### src/rtl/urv_irq_ctrl_pkg.sv
// Shared constants for the uRV interrupt controller: register offsets, gateway
// state encoding and the interrupt ID width, next to the core CSR/exception codes.
package urv_irq_ctrl_pkg;

  localparam int IRQ_ID_W = 5;

  localparam logic [3:0] REG_OFF_PENDING = 4'h0;
  localparam logic [3:0] REG_OFF_ENABLE  = 4'h4;
  localparam logic [3:0] REG_OFF_CLAIM   = 4'h8;
  localparam logic [3:0] REG_OFF_MODE    = 4'hC;

  typedef enum logic [1:0] {
    GW_IDLE    = 2'd0,
    GW_PENDING = 2'd1,
    GW_CLAIMED = 2'd2
  } gw_state_e;

  // Core-side CSR addresses and the machine external interrupt cause code.
  localparam logic [11:0] CSR_MSTATUS  = 12'h300;
  localparam logic [11:0] CSR_MIE      = 12'h304;
  localparam logic [11:0] CSR_MIP      = 12'h344;
  localparam logic [3:0]  EXC_MEXT_IRQ = 4'd11;

endpackage

### src/rtl/urv_irq_ctrl_if.sv
// Register-window bus between the core and the interrupt controller.
// Handshake: a one-cycle reg_we_i/reg_re_i strobe is answered by reg_ack_o exactly
// one cycle later; reg_rdata_o is valid only with ack; write wins if both strobes are high.
interface urv_irq_ctrl_if;
  logic [3:0]  reg_addr_i;
  logic        reg_we_i;
  logic        reg_re_i;
  logic [31:0] reg_wdata_i;
  logic [31:0] reg_rdata_o;
  logic        reg_ack_o;

  modport master (
    output reg_addr_i, reg_we_i, reg_re_i, reg_wdata_i,
    input  reg_rdata_o, reg_ack_o
  );

  modport slave (
    input  reg_addr_i, reg_we_i, reg_re_i, reg_wdata_i,
    output reg_rdata_o, reg_ack_o
  );
endinterface

### src/rtl/urv_irq_gateway.sv
// Per-source gateway: IDLE -> PENDING on request, -> CLAIMED on claim, -> IDLE on complete.
// With URV_IRQ_EDGE_DETECT_EN a source can be made rising-edge sensitive via mode.
module urv_irq_gateway
  import urv_irq_ctrl_pkg::*;
(
  input  logic      clk,
  input  logic      rst,
  input  logic      src,
`ifdef URV_IRQ_EDGE_DETECT_EN
  input  logic      mode,
`endif
  input  logic      claim,
  input  logic      complete,
  output logic      pending,
  output gw_state_e state
);

  gw_state_e state_nx;
  logic      req;

`ifdef URV_IRQ_EDGE_DETECT_EN
  logic src_q;
  logic edge_hold;
  logic rise;

  assign rise = src & ~src_q;
  assign req  = mode ? (rise | edge_hold) : src;

  // An edge arriving while busy is remembered once and replayed when IDLE is reached.
  always_ff @(posedge clk or posedge rst) begin
    if (rst) begin
      src_q     <= 1'b0;
      edge_hold <= 1'b0;
    end else begin
      src_q <= src;
      if (state == GW_IDLE) edge_hold <= 1'b0;
      else if (mode && rise) edge_hold <= 1'b1;
    end
  end
`else
  assign req = src;
`endif

  always_ff @(posedge clk or posedge rst) begin
    if (rst) state <= GW_IDLE;
    else     state <= state_nx;
  end

  always_comb begin
    state_nx = state;
    case (state)
      GW_IDLE:    if (req)      state_nx = GW_PENDING;
      GW_PENDING: if (claim)    state_nx = GW_CLAIMED;
      GW_CLAIMED: if (complete) state_nx = GW_IDLE;
      default:                  state_nx = GW_IDLE;
    endcase
  end

  assign pending = (state == GW_PENDING);

endmodule

### src/rtl/urv_irq_ctrl.sv
// uRV interrupt controller: per-source gateways, ENABLE mask, claim/complete register
// window and registered irq_o. Optional edge-sensitive sources: URV_IRQ_EDGE_DETECT_EN.
module urv_irq_ctrl
  import urv_irq_ctrl_pkg::*;
#(
  parameter int NUM_SOURCES = 8
) (
  input  logic                     clk_i,
  input  logic                     rst_i,
  input  logic [NUM_SOURCES-1:0]   src_i,
  output logic                     irq_o,
  urv_irq_ctrl_if.slave            bus,
  output logic [2*NUM_SOURCES-1:0] gw_state
);

  logic [NUM_SOURCES-1:0] pending;
  logic [NUM_SOURCES-1:0] enable_q;
  logic [NUM_SOURCES-1:0] pend_en;
  logic [NUM_SOURCES-1:0] claim_vec;
  logic [NUM_SOURCES-1:0] complete_vec;
  logic [IRQ_ID_W-1:0]    claim_id;
  logic [IRQ_ID_W-1:0]    cmp_id;
  logic [3:0]             reg_off;
  logic [31:0]            rd_val;
  logic [31:0]            rdata_q;
  logic                   ack_q;
  logic                   irq_q;
  logic                   wr;
  logic                   rd;
  logic                   found;
  logic                   unused_bits;

`ifdef URV_IRQ_EDGE_DETECT_EN
  logic [NUM_SOURCES-1:0] mode_q;
`endif

  assign wr          = bus.reg_we_i;
  assign rd          = bus.reg_re_i & ~bus.reg_we_i;
  assign reg_off     = {bus.reg_addr_i[3:2], 2'b00};
  assign cmp_id      = bus.reg_wdata_i[IRQ_ID_W-1:0];
  assign pend_en     = pending & enable_q;
  assign unused_bits = ^{bus.reg_addr_i[1:0], bus.reg_wdata_i};

  // Claim selection works on pre-edge state, so a same-cycle new request cannot win.
  always_comb begin
    claim_id  = '0;
    claim_vec = '0;
    found     = 1'b0;
    for (int i = 0; i < NUM_SOURCES; i++) begin
      if (!found && pend_en[i]) begin
        found    = 1'b1;
        claim_id = IRQ_ID_W'(i + 1);
        if (rd && reg_off == REG_OFF_CLAIM) claim_vec[i] = 1'b1;
      end
    end
  end

  always_comb begin
    complete_vec = '0;
    for (int i = 0; i < NUM_SOURCES; i++)
      complete_vec[i] = wr && (reg_off == REG_OFF_CLAIM) && (cmp_id == IRQ_ID_W'(i + 1));
  end

  for (genvar g = 0; g < NUM_SOURCES; g++) begin : g_gw
    gw_state_e st;
    urv_irq_gateway u_gw (
      .clk      (clk_i),
      .rst      (rst_i),
      .src      (src_i[g]),
`ifdef URV_IRQ_EDGE_DETECT_EN
      .mode     (mode_q[g]),
`endif
      .claim    (claim_vec[g]),
      .complete (complete_vec[g]),
      .pending  (pending[g]),
      .state    (st)
    );
    assign gw_state[2*g +: 2] = st;
  end

  always_comb begin
    rd_val = '0;
    case (reg_off)
      REG_OFF_PENDING: rd_val[NUM_SOURCES-1:0] = pending;
      REG_OFF_ENABLE:  rd_val[NUM_SOURCES-1:0] = enable_q;
      REG_OFF_CLAIM:   rd_val[IRQ_ID_W-1:0]    = claim_id;
`ifdef URV_IRQ_EDGE_DETECT_EN
      REG_OFF_MODE:    rd_val[NUM_SOURCES-1:0] = mode_q;
`endif
      default:         rd_val = '0;
    endcase
  end

  always_ff @(posedge clk_i or posedge rst_i) begin
    if (rst_i) begin
      enable_q <= '0;
      ack_q    <= 1'b0;
      rdata_q  <= '0;
      irq_q    <= 1'b0;
    end else begin
      ack_q   <= wr | rd;
      rdata_q <= rd ? rd_val : 32'h0;
      irq_q   <= |pend_en;
      if (wr && reg_off == REG_OFF_ENABLE) enable_q <= bus.reg_wdata_i[NUM_SOURCES-1:0];
    end
  end

`ifdef URV_IRQ_EDGE_DETECT_EN
  always_ff @(posedge clk_i or posedge rst_i) begin
    if (rst_i) mode_q <= '0;
    else if (wr && reg_off == REG_OFF_MODE) mode_q <= bus.reg_wdata_i[NUM_SOURCES-1:0];
  end
`endif

  assign irq_o           = irq_q;
  assign bus.reg_ack_o   = ack_q;
  assign bus.reg_rdata_o = rdata_q;

endmodule
### src/flat_wrapper.sv
// flat-port wrapper written by rule: the top's interface ports become plain ports
module urv_irq_ctrl_flat import urv_irq_ctrl_pkg::*;
#(
  parameter int NUM_SOURCES = 8
)
  (clk_i, rst_i, src_i, irq_o, gw_state, bus_reg_addr_i, bus_reg_we_i, bus_reg_re_i, bus_reg_wdata_i, bus_reg_rdata_o, bus_reg_ack_o);
  urv_irq_ctrl_if bus_i ();
  input  logic clk_i;
  input  logic rst_i;
  input  logic [NUM_SOURCES-1:0] src_i;
  output logic irq_o;
  output logic [2*NUM_SOURCES-1:0] gw_state;
  input wire logic [$bits(bus_i.reg_addr_i)-1:0] bus_reg_addr_i;
  input wire logic [$bits(bus_i.reg_we_i)-1:0] bus_reg_we_i;
  input wire logic [$bits(bus_i.reg_re_i)-1:0] bus_reg_re_i;
  input wire logic [$bits(bus_i.reg_wdata_i)-1:0] bus_reg_wdata_i;
  output wire logic [$bits(bus_i.reg_rdata_o)-1:0] bus_reg_rdata_o;
  output wire logic [$bits(bus_i.reg_ack_o)-1:0] bus_reg_ack_o;
  assign bus_i.reg_addr_i = bus_reg_addr_i;
  assign bus_i.reg_we_i = bus_reg_we_i;
  assign bus_i.reg_re_i = bus_reg_re_i;
  assign bus_i.reg_wdata_i = bus_reg_wdata_i;
  assign bus_reg_rdata_o = bus_i.reg_rdata_o;
  assign bus_reg_ack_o = bus_i.reg_ack_o;
  urv_irq_ctrl #(.NUM_SOURCES(NUM_SOURCES)) u_core (.clk_i(clk_i), .rst_i(rst_i), .src_i(src_i), .irq_o(irq_o), .bus(bus_i), .gw_state(gw_state));
endmodule
### config.mk
export PLATFORM = sky130hd
export DESIGN_NAME = urv_irq_ctrl_flat
export DESIGN_NICKNAME = d
export VERILOG_FILES = /design/src/rtl/urv_irq_ctrl_pkg.sv /design/src/rtl/urv_irq_ctrl_if.sv /design/src/rtl/urv_irq_gateway.sv /design/src/rtl/urv_irq_ctrl.sv /design/src/flat_wrapper.sv
export SDC_FILE = /design/constraint.sdc
export NUM_CORES = 1
export LEC_CHECK = 0
export CAP_MARGIN = 25
export CORE_MARGIN = 2
export CORE_UTILIZATION = 45
export CTS_BUF_LIST = sky130_fd_sc_hd__clkbuf_4
export DETAILED_ROUTE_END_ITERATION = 8
export PLACE_DENSITY = 0.88
export RECOVER_POWER = 50
export SLEW_MARGIN = 0
export SYNTH_ARGS = -nofsm -noshare
export SYNTH_HDL_FRONTEND = slang
export SYNTH_HIERARCHICAL = 1
export SYNTH_SLANG_ARGS = --single-unit
### constraint.sdc
create_clock -name clk_i -period 4.6 [get_ports clk_i]
set_input_delay 0.46 -clock clk_i [delete_from_list [all_inputs] [get_ports clk_i]]
set_output_delay 0.46 -clock clk_i [all_outputs]
set_load 0.02 [all_outputs]
==> metrics <==
outcome=finished clean; Rel. slew slack=0.5431; TritonCTS clock tree=yes; ys async rst share=1.000; hold buffer count at CTS=0; CTS Buf Count=5; Crit path max-delay family=simple AND/OR/NAND/NOR gates; WL/cell=13.69 um; Worst-path clk slew=100 ps; IO Pins=98; routability cong.=0.9113; mean post-synth cell area=9.799 sq um; part of the cycle the worst path needs=0.5233; Synth Flop Type=dfrtp_1; # Max-Cap Violations=0; Yosys warning count=6; Max Clk Rate=0.4154 GHz; Area Growth Syn to Fin=24.53%; dpl hpwl=3231 um; Synth Area in Compound Gates=0.1163; Post-CTS Setup Inserts=0; Yosys top cell area share=0.4298; clock root buffer=clkbuf_4; CTS Sinks=34; first-pass GRT wire length=6755 um; Hold Path Class=reg2reg; Die X-Extent=70.32 um; port buffer count=47; min cycle time layout=2407 ps; GRT Util Overall=0.1774; xor and xnor area share after synthesis=0; critical path's slowest cell=clkdlybuf4s50_1; ANT nets after route=0; Max Root-Sink Buffers=2; Iter 0 DRT Violations=149; Yosys top cell by area=dfrtp_1; initial antenna violation count=0; Max FO, Critical Path=13; H-tree Lvls=2; main combinational cell family by area after synthesis=simple AND/OR/NAND/NOR gates; gr ovfl total=0; Yosys cell types=39; Buf/Inv on CP=1; Req. time, crit path=4830 ps; WHS=491.3 ps; CP Launch Type=primary input; Crit Path Category=in2reg; setup tns final=0 ps; VDD IR max=232.4 uV; Synth Area in Simple Gates=0.2604; # diodes=0; vias after detailed routing=1569; Least-Margin Pin Slew=684.7 ps; PwrDens=383.6 nW/um^2; core box area=4294 sq um; LEAKAGE=1.132 nW; via/cell ratio=5.127; Initial Util=0.4610; final hold vios=0; Crit path depth=6; synth top area cells=dfrtp_1 43%, buf_4 9.1%, nor2_1 4.7%; layout cells sized above 1=0.1378; NumNets Final=301; Routed WL=4188 um; Synth Cell Area=1979 sq um; CP Cell Sequence=clkdlybuf4s50_1 > nand2b_1 > or4b_4 > nor4b_2 > nor2_1 > a22o_1; R2R cell count=6; Worst path max stage delay=700 ps; Syn Inst Count=202; Slew Viols, Final=0; Setup-failing EPs final=0; clk_lat worst skew=340 ps; post-CTS sizing=0; post-synthesis adder-cell area fraction=0; total die area=4945 sq um; die height=70.32 um; # DRC=0; mux contribution to synthesized area=0.07585; WP data arrival=2640 ps; vias in the first global route=1489; unrepaired setup endpoints after global routing=false; register bit count reported by yosys=34; Hold Path Depth=1; number of synthesized flops with an enable pin=0; register area share after synthesis=0.4298; Setup crit end kind=register; DRT Pass-1 Iters=4; num rows=24; pin count of the biggest net entering global routing=19; clock skew=8.873 ps
registers in the layout (all words and copies together) (netlist names):
register / count
u_core/g_gw.u_gw/state: 16
u_core/bus.reg_rdata_o: 8
u_core/enable_q: 8
u_core/bus.reg_ack_o: 1
u_core/irq_o: 1
layout by cell type (no fill, tap or decap), types with 2 or more instances in the layout:
cell	instances
dfrtp_1	34
nor3_1	3
inv_1	11
nand3_1	2
a22oi_1	2
dlygate4sd3_1	9
clkbuf_4	6
clkdlybuf4s50_1	38
nand2b_1	11
or2b_1	8
mux2_2	8
conb_1	24
nand3b_1	3
nor3b_1	2
a21oi_1	3
nor2_1	25
or2_2	2
a21oi_2	8
and2_1	3
nor2b_2	7
a22o_1	8
nand2_1	12
nor2b_1	2
mux2i_1	6
layer usage:
metal / vias up / track usage / routed length [um]
li1: 741 / - / -
met1: 723 / 0.2174 / 1758
met2: 91 / 0.2767 / 1940
met3: 14 / 0.05339 / 337
met4: 0 / 0.1004 / 151
met5: - / 0 / 0
report_power, final:
group	switching (W)	total, W	internal [W]	leakage, nW
combinational	0.000207	0.000394	0.000187	0.688
sequential	0.0000465	0.000392	0.000346	0.411
clock	0.0000962	0.000159	0.0000632	0.0331
total	0.000350	0.000945	0.000596	1.13
cell families (layout without fill, tap and decap cells):
| group | after synthesis | count (layout) |
|---|---|---|
| simple gates | 88 | 88 |
| other cells | 1 | 24 |
| compound gates | 28 | 28 |
| mux | 14 | 14 |
| buf+inv | 37 | 66 |
| flops | 34 | 34 |
synthesized netlist by cell type, types with 2 or more instances:
cell      count
nand2_1      12
a21oi_2       8
nor2_1       25
nor3_1        3
nand3b_1      3
nand2b_1     11
and2_1        3
mux2i_1       6
mux2_2        8
nor3b_1       2
dfrtp_1      34
nand3_1       2
or2_2         2
a22o_1        8
a21oi_1       3
nor2b_2       8
or2b_1        8
inv_1        11
a22oi_1       2
buf_4        24
through the flow:
step                area (sq um)  instances  utilization  total power, W  setup WS [ps]
finish                      2465        306       0.5740       0.0009455           2193
global placement            2414        298       0.5621       0.0007770           1841
CTS                         2467        306       0.5746       0.0009552           2224
global route                2465        306       0.5740        0.001001           2135
detailed placement          2414        298       0.5621       0.0007916           1864
floorplan                   2066        225            -       0.0006669           2735
path summary, 6_finish.rpt:
check | start | to | slack, ps
setup reg to reg | u_core/g_gw[0].u_gw/state[0] | u_core/g_gw[7].u_gw/state[0] | 2550
min in group asynchronous | rst_i | u_core/g_gw[3].u_gw/state[0] | 630
hold reg to reg | u_core/g_gw[0].u_gw/state[1] | u_core/g_gw[0].u_gw/state[0] | 490
setup / recovery | bus_reg_addr_i[2] | u_core/g_gw[7].u_gw/state[1] | 2190
max in group asynchronous | rst_i | u_core/bus.reg_rdata_o[1] | 3250
hold / removal | u_core/g_gw[0].u_gw/state[1] | u_core/g_gw[0].u_gw/state[0] | 490
worst reg2reg max path: stages, from the launching register on:
cell and delay [ps]:
dfrtp_1 420, nor2b_1 190, a222oi_1 590, nand4_1 200, nor3_1 320, or2b_1 160, a21oi_2 50
layout make-up:
cell class | count | area [sq um]
Fill cell | 387 | 1829
Multi-Input combinational cell | 154 | 983.4
Sequential cell | 34 | 850.8
Timing Repair Buffer | 47 | 470.5
Tap cell | 52 | 65.06
Clock buffer | 6 | 45.04
Inverter | 11 | 41.29
Clock inverter | 2 | 8.758
Note: power is estimated with default switching activity, not from simulation.
